[config.mk]
export PLATFORM = sky130hd
export DESIGN_NAME = lvds_rx_frame_check
export DESIGN_NICKNAME = d
export VERILOG_FILES = /design/src/rtl/lvds_rx_pkg.sv /design/src/rtl/iq_hold_buf.sv /design/src/rtl/lvds_rx_frame_check.sv
export SDC_FILE = /design/constraint.sdc
export NUM_CORES = 1
export LEC_CHECK = 0
export ABC_AREA = 0
export CORE_AREA = 2 2 131 121
export CTS_BUF_LIST = sky130_fd_sc_hd__clkbuf_16
export CTS_CLUSTER_DIAMETER = 100
export DETAILED_ROUTE_END_ITERATION = 6
export DIE_AREA = 0 0 133 123
export PLACE_DENSITY = 0.79
export SLEW_MARGIN = 5
export SYNTH_ARGS = -nofsm -noshare
export SYNTH_HDL_FRONTEND = slang
export SYNTH_HIERARCHICAL = 1
export SYNTH_SLANG_ARGS = --single-unit
[constraint.sdc]
create_clock -name i_ddr_clk -period 2.6 [get_ports i_ddr_clk]
set_input_delay 0.52 -clock i_ddr_clk [delete_from_list [all_inputs] [get_ports i_ddr_clk]]
set_output_delay 0.52 -clock i_ddr_clk [all_outputs]
set_load 0.01 [all_outputs]
[src/rtl/lvds_rx_pkg.sv]
`default_nettype none
// ============================================================================
//  Module   : lvds_rx_pkg
//  Brief    : Shared constants and types for the LVDS I/Q receive path
//             (sync field values, I/Q field positions, lock state type).
//  Revision : 1.0  initial release
// ============================================================================
package lvds_rx_pkg;

  // Sync patterns carried in the two MSBs of each I and Q half-word
  localparam logic [1:0] SYNC_I = 2'b10;
  localparam logic [1:0] SYNC_Q = 2'b01;

  // 13-bit sample field positions inside the 32-bit link word
  localparam int I_MSB = 29;
  localparam int I_LSB = 17;
  localparam int Q_MSB = 13;
  localparam int Q_LSB = 1;

  typedef enum logic {
    LK_UNLOCKED = 1'b0,
    LK_LOCKED   = 1'b1
  } lock_state_t;

  // Sign-extend a 13-bit two's complement sample to 16 bits
  function automatic logic [15:0] sext13(input logic [12:0] v);
    return {{3{v[12]}}, v};
  endfunction

endpackage
`default_nettype wire

[src/rtl/iq_hold_buf.sv]
`default_nettype none
// ============================================================================
//  Module   : iq_hold_buf
//  Brief    : One-entry hold register in front of the RX FIFO write port.
//             Parks a word while the FIFO is full, keeps ordering, and flags
//             a drop when a new word arrives with the hold slot occupied and
//             the FIFO still full.
//  Revision : 1.0  initial release
// ============================================================================
module iq_hold_buf
  import lvds_rx_pkg::*;
#(
  parameter int DW = 32
) (
  input  logic          i_clk,
  input  logic          i_reset,
  input  logic [DW-1:0] i_data,
  input  logic          i_valid,
  input  logic          i_full,
  output logic          o_push,
  output logic [DW-1:0] o_data,
  output logic          o_drop_evt
);

  logic          r_push;
  logic [DW-1:0] r_data;
  logic          r_hold_v;
  logic [DW-1:0] r_hold;

  // Decide push/hold at the edge; r_data only changes when a push is issued
  always_ff @(posedge i_clk) begin
    if (i_reset) begin
      r_push   <= 1'b0;
      r_data   <= '0;
      r_hold_v <= 1'b0;
      r_hold   <= '0;
    end else begin
      r_push <= 1'b0;
      if (r_hold_v) begin
        if (!i_full) begin
          // Drain the older held word first; a new word takes its place
          r_push   <= 1'b1;
          r_data   <= r_hold;
          r_hold_v <= i_valid;
          if (i_valid) r_hold <= i_data;
        end
      end else if (i_valid) begin
        if (!i_full) begin
          r_push <= 1'b1;
          r_data <= i_data;
        end else begin
          r_hold   <= i_data;
          r_hold_v <= 1'b1;
        end
      end
    end
  end

  // A word is lost only when both the FIFO and the hold slot are occupied
  assign o_drop_evt = r_hold_v & i_full & i_valid;
  assign o_push     = r_push;
  assign o_data     = r_data;

endmodule
`default_nettype wire

[src/rtl/lvds_rx_frame_check.sv]
`default_nettype none
// ============================================================================
//  Module   : lvds_rx_frame_check
//  Brief    : Sync-field checker and lock tracker for deserialized LVDS I/Q
//             words. Unpacks samples, forwards locked words into the RX FIFO
//             through a hold buffer and keeps link statistics.
//  Revision : 1.0  initial release
// ============================================================================
module lvds_rx_frame_check
  import lvds_rx_pkg::*;
#(
  parameter int LOCK_WORDS  = 4,
  parameter int UNLOCK_ERRS = 3,
  parameter int SIGN_EXTEND = 1
) (
  input  logic        i_ddr_clk,
  input  logic        i_reset,
  input  logic        i_word_valid,
  input  logic [31:0] i_word,
  input  logic        i_stat_clear,
  input  logic        i_fifo_full,
  output logic        o_fifo_push,
  output logic [31:0] o_fifo_data,
  output logic        o_locked,
  output logic [15:0] o_err_count,
  output logic [15:0] o_drop_count,
  output logic [31:0] o_sample_count
);

  localparam logic [4:0] c_LOCK_WORDS  = 5'(LOCK_WORDS);
  localparam logic [4:0] c_UNLOCK_ERRS = 5'(UNLOCK_ERRS);

  lock_state_t r_state, w_state_nxt;
  logic [3:0]  r_good_cnt, w_good_cnt_nxt;
  logic [3:0]  r_bad_cnt, w_bad_cnt_nxt;
  logic        w_fwd;
  logic        w_good, w_eval_good, w_eval_bad;
  logic [31:0] w_unpacked;
  logic        r_fwd_valid;
  logic [31:0] r_fwd_data;
  logic        w_drop_evt;
  logic [15:0] r_err_count;
  logic [15:0] r_drop_count;
  logic [31:0] r_sample_count;

  assign w_good      = (i_word[31:30] == SYNC_I) && (i_word[15:14] == SYNC_Q);
  assign w_eval_good = i_word_valid & w_good;
  assign w_eval_bad  = i_word_valid & ~w_good;

  generate
    if (SIGN_EXTEND != 0) begin : g_sext
      // Control bits are not carried in the sign-extended sample format
      logic w_unused_ctrl;
      assign w_unused_ctrl = i_word[16] ^ i_word[0];
      assign w_unpacked = {sext13(i_word[I_MSB:I_LSB]), sext13(i_word[Q_MSB:Q_LSB])};
    end else begin : g_raw
      assign w_unpacked = i_word;
    end
  endgenerate

  // Lock state and run-length counters
  always_ff @(posedge i_ddr_clk) begin
    if (i_reset) begin
      r_state    <= LK_UNLOCKED;
      r_good_cnt <= '0;
      r_bad_cnt  <= '0;
    end else begin
      r_state    <= w_state_nxt;
      r_good_cnt <= w_good_cnt_nxt;
      r_bad_cnt  <= w_bad_cnt_nxt;
    end
  end

  // Lock hysteresis and forward decision for the word on the input this cycle
  always_comb begin
    w_state_nxt    = r_state;
    w_good_cnt_nxt = r_good_cnt;
    w_bad_cnt_nxt  = r_bad_cnt;
    w_fwd          = 1'b0;
    case (r_state)
      LK_UNLOCKED: begin
        if (w_eval_good) begin
          if ({1'b0, r_good_cnt} + 5'd1 == c_LOCK_WORDS) begin
            // The word that completes lock is itself forwarded
            w_state_nxt    = LK_LOCKED;
            w_good_cnt_nxt = '0;
            w_fwd          = 1'b1;
          end else begin
            w_good_cnt_nxt = r_good_cnt + 4'd1;
          end
        end else if (w_eval_bad) begin
          w_good_cnt_nxt = '0;
        end
      end
      LK_LOCKED: begin
        if (w_eval_good) begin
          w_bad_cnt_nxt = '0;
          w_fwd         = 1'b1;
        end else if (w_eval_bad) begin
          if ({1'b0, r_bad_cnt} + 5'd1 == c_UNLOCK_ERRS) begin
            w_state_nxt   = LK_UNLOCKED;
            w_bad_cnt_nxt = '0;
          end else begin
            w_bad_cnt_nxt = r_bad_cnt + 4'd1;
          end
        end
      end
      default: begin
        w_state_nxt    = LK_UNLOCKED;
        w_good_cnt_nxt = '0;
        w_bad_cnt_nxt  = '0;
      end
    endcase
  end

  // One pipeline stage between acceptance and the hold buffer
  always_ff @(posedge i_ddr_clk) begin
    if (i_reset) begin
      r_fwd_valid <= 1'b0;
      r_fwd_data  <= '0;
    end else begin
      r_fwd_valid <= w_fwd;
      if (w_fwd) r_fwd_data <= w_unpacked;
    end
  end

  iq_hold_buf #(
    .DW(32)
  ) u_hold (
    .i_clk      (i_ddr_clk),
    .i_reset    (i_reset),
    .i_data     (r_fwd_data),
    .i_valid    (r_fwd_valid),
    .i_full     (i_fifo_full),
    .o_push     (o_fifo_push),
    .o_data     (o_fifo_data),
    .o_drop_evt (w_drop_evt)
  );

  // Statistics: clear beats any same-cycle increment; err/drop saturate
  always_ff @(posedge i_ddr_clk) begin
    if (i_reset || i_stat_clear) begin
      r_err_count    <= '0;
      r_drop_count   <= '0;
      r_sample_count <= '0;
    end else begin
      if (w_eval_bad && (r_err_count != 16'hFFFF)) r_err_count <= r_err_count + 16'd1;
      if (w_drop_evt && (r_drop_count != 16'hFFFF)) r_drop_count <= r_drop_count + 16'd1;
      if (o_fifo_push) r_sample_count <= r_sample_count + 32'd1;
    end
  end

  assign o_locked       = (r_state == LK_LOCKED);
  assign o_err_count    = r_err_count;
  assign o_drop_count   = r_drop_count;
  assign o_sample_count = r_sample_count;

endmodule
`default_nettype wire
Yosys cells after proc, flatten, opt, wreduce, memory -nomap -nowiden
Index checks and enable logic that the tools add are counted.
Storage, ports and cells
  register bits: 169
Operators by class
  add/subtract/negate cells: 7
  equality and inequality tests: 8
  multiplexer cells: 30
  bitwise gates (word level): 6
  reduce and logical (&&, ||, !) cells: 11
Operators by type and width (number)
  2-to-1 mux 32 bit: 9
  adder 16 x 1 -> 16 bit (second input constant): 2
  adder 32 x 1 -> 32 bit (second input constant): 1
  inequality test 16 bit (second input constant): 2
  2-to-1 mux 4 bit: 6
  2-to-1 mux 1 bit: 13
  adder 4 x 1 -> 5 bit (second input constant): 2
  adder 4 x 1 -> 4 bit (second input constant): 2
  AND reduction 3 bit: 2
  nonzero test 2 bit: 3
  equality test 5 x 2 -> 1 bit (second input constant): 1
  equality test 5 x 3 -> 1 bit (second input constant): 1
  AND 1 bit: 4
  inequality test 2 bit (second input constant): 2
  one-hot mux 1 bit (2 select lines): 2
  AND reduction 2 bit: 2
  logical AND 1 bit: 3
  equality test 2 x 1 -> 1 bit (second input constant): 1
  equality test 2 bit (second input constant): 1
  NOT 1 bit: 2
  logical OR 1 bit: 1

Longest topological paths before layout
  depth in word-level cells: 7
  depth in mapped cells: 7
  gate-level depth less buffers: 6

By module
Netlist, hierarchy kept.
Modules (own cells, without submodules)
  lvds_rx_frame_check: times used 1, cells each 569, area an instance 4688.2 µm²
  iq_hold_buf: times used 1, cells each 293, area an instance 3124.2 µm²

Worst setup path before layout
OpenSTA, ideal clock, no wires.
  kind: input port to flip-flop
  from: input i_fifo_full
  to: register r_drop_count[11], in the netlist o_drop_count[11]
  library setup time: 0.070 ns
  data arrival time: 1.998 ns
  required time: 2.530 ns
  path slack: 0.532 ns
  cell stages on the path: 6
  buffers on the path: 0
  path through: ha_1 and2_1 inv_1 or4_1 or3_1 a21oi_1
Between the ends
  word-level cells in the longest chain between the ends: 3
RTL lines
  start: declaration: line lvds_rx_frame_check.sv:21  | input logic i_fifo_full,
  AND 1 bit (2 in series): line iq_hold_buf.sv:60  | assign o_drop_evt = r_hold_v & i_full & i_valid;
  named net w_drop_evt: line lvds_rx_frame_check.sv:41  | logic w_drop_evt;
  logical AND 1 bit: line lvds_rx_frame_check.sv:148  | if (w_drop_evt && (r_drop_count != 16'hFFFF)) r_drop_count <= r_drop_count + 16'd1;
  end signal: assignment: line lvds_rx_frame_check.sv:148
  end: declaration: line lvds_rx_frame_check.sv:43  | logic [15:0] r_drop_count;
The timed path passes the listed nets, and every way through them passes these cells.
A chain may end at the register's enable or synchronous reset.

Final worst setup path
Same ends and word-level chain as after synthesis.

==> metrics.cfg <==
[global_routing]
grt_max_degree = 146
grt_use_total_pct = 21.4
antenna_found_initial = 0
grt_pass1_vias = 5986
grt_remaining_overflow = 0
grt_pass1_wl_um = 28600

[clock_network]
post_cts_resized = 0
cts_buffer_depth = 2
cts_tree = yes
postCtsSetupRepairBufs = 0
numCtsBuffers = 17
clk_latency_ns = 0.42
cts-hold-fix-buffers = 0
cts-root-buf = clkbuf_16
cts_htree_levels = 4
clk_pin_slew_ns = 0.07
cts_sinks = 166

[synthesis]
synth_top_flop_cell = dfxtp_1
syn_nets = 906
yosys.area.top_type = dfxtp_1
synthArstFlopShare_pct = 0
yosys-top-cells-area = dfxtp_1 (43%), mux2i_1 (9.2%), nand2b_1 (5.4%), a211oi_2 (5.1%), a21oi_1 (4.6%)
synth_seq_cells = 166
syn_area_per_cell_um2 = 9.06
yosys.area.top_type_share_pct = 42.5
yosys_warnings = 6
synth_edf_count = 0
syn_area_um2 = 7810
synth.distinct_cells = 57
netlist_instances = 862
yosysSeqAreaShare_pct = 42.5

[timing]
hold_viol = 0
fmax_ghz = 0.444
final-max-slew-violation-count = 0
fin_crit_sh_pct = 86.6
setup_viol = 0
rsz0062_at_grt = no
min_period_ns = 2.25
worst_slew_pin_slew_ns = 0.670
skew_ns = 0.00951
max_slew_margin_pct = 54.9

[placed_design]
place_congestion = 0.864
dp_cells = 1163
numPortBuffers = 132
hpwl_um = 11500

[die]
die_y_um = 123
die_area_um2 = 16400
core_um2 = 15000
start_util_pct = 52.0
num_io_pins = 135
row_count = 43
die_x_um = 133

[layout]
num_antenna_cells = 0
final_common_cell = dfxtp_1
layout.nets = 1024
layout_common_cells = dfxtp_1 (165), clkdlybuf4s50_1 (131), nand2_1 (91)
drive_gt1_share_pct = 10.4
area_delta_synth_final_pct = 27.0
final_core_util_pct = 66.1
final_cells = 1195

[setup_path]
crit_path_end_kind = flop
worstPathRequired_ns = 2.95
start_kind = input pin
critical_path_class = input pin to flop
cp_max_fo = 6
cp.arrival_ns = 2.60

[hold_path]
hold_class = flop to flop

[route]
drt_pass1_iterations = 5
via_per_inst = 5.60
drtIter0Drc = 396
ant_nets = 0
num_vias = 6691
wire_per_inst_um = 14.6
routed_wl_um = 17500
route.detailed.drc = 0

[pwr]
power_density_nw_per_um2 = 517
p_leak_uw = 0.00301
peakVddDrop_mv = 0.437

[flow_run]
maxCapViolations = 0

[outcome]
status = completed

-- layout make-up --
type                       instances  area [um^2]
clock inverter                    15          139
tap                              202          253
timing repair buffer             156         1590
inverter                           8         30.0
multi-input combinational        631         4170
sequential                       166         3320
clock buffer                      17          425
fill                            1185         5080
-- cell usage after synthesis (17+ instances only) --
library cell	n
or4_1	20
mux2i_1	72
nand2b_1	68
o21ai_0	21
or3_1	22
nand2_1	91
o31ai_1	17
nand4_1	22
nor2_1	56
a21oi_1	72
clkbuf_1	30
nand3_1	29
dfxtp_1	166
a211oi_2	32
-- flip-flops by register name, indices dropped and copies added (netlist names) --
signal           cells
u_hold/o_data       32
o_sample_count      32
r_good_cnt           4
o_drop_count        16
o_locked             1
u_hold/o_push        1
r_fwd_valid          1
r_fwd_data          26
u_hold/r_hold       32
o_err_count         16
u_hold/r_hold_v      1
r_bad_cnt            4
-- report_power, final --
group          total, uW  internal (uW)  switching (uW)
logic                158           81.8            76.6
clock network       2420           1400            1020
registers           2550           2540            2.36
-- worst paths after layout --
check	to	cells after the start	slack, ns	startpoint
setup / recovery	o_drop_count[11]	7	0.35	i_fifo_full
hold / removal	r_fwd_data[17]	2	0.47	r_fwd_data[17]
setup reg to reg	o_sample_count[23]	4	0.45	o_sample_count[3]
hold reg to reg	r_fwd_data[17]	2	0.47	r_fwd_data[17]
-- per-stage QoR --
step                hold slack [ns]  area [um^2]  power, uW  setup TNS, ns  setup WS [ns]
floorplan                     0.435         7810       2680              0          0.532
global placement              0.454         9360       2760        -0.0444        -0.0375
detailed placement            0.461         9360       2760         -0.199        -0.0831
CTS                           0.472         9930       5180              0          0.362
global route                  0.488         9930       5300              0          0.251
finish                        0.471         9930       5130              0          0.349
-- cell families after synthesis --
| logic type | Yosys count | synth area share, % |
|---|---|---|
| XOR/XNOR | 11 | 1.23 |
| AND/OR/NAND/NOR | 366 | 25.4 |
| buffers and inverters | 65 | 4.29 |
| flip-flops | 166 | 42.5 |
| multiplexers | 72 | 9.22 |
| adder cells (fa/ha/maj) | 7 | 1.12 |
| AO/OA/AOI/OAI | 175 | 16.2 |
-- per-layer routing --
metal  vias up  GRT usage, %  wire [um]
li1       3379             -          -
met1      3138          28.7       8380
met2       158          34.8       8170
met3        16          4.22        756
met4         0          6.99        194
met5         -             0          0
-- worst max-delay path, stage by stage --
cell,delay (ns)
clkdlybuf4s50_1,0.55
ha_1,0.16
and2_1,0.17
inv_1,0.07
or4_1,0.61
or3_1,0.38
a21oi_1,0.14
Power figures use the tool's default switching activity.
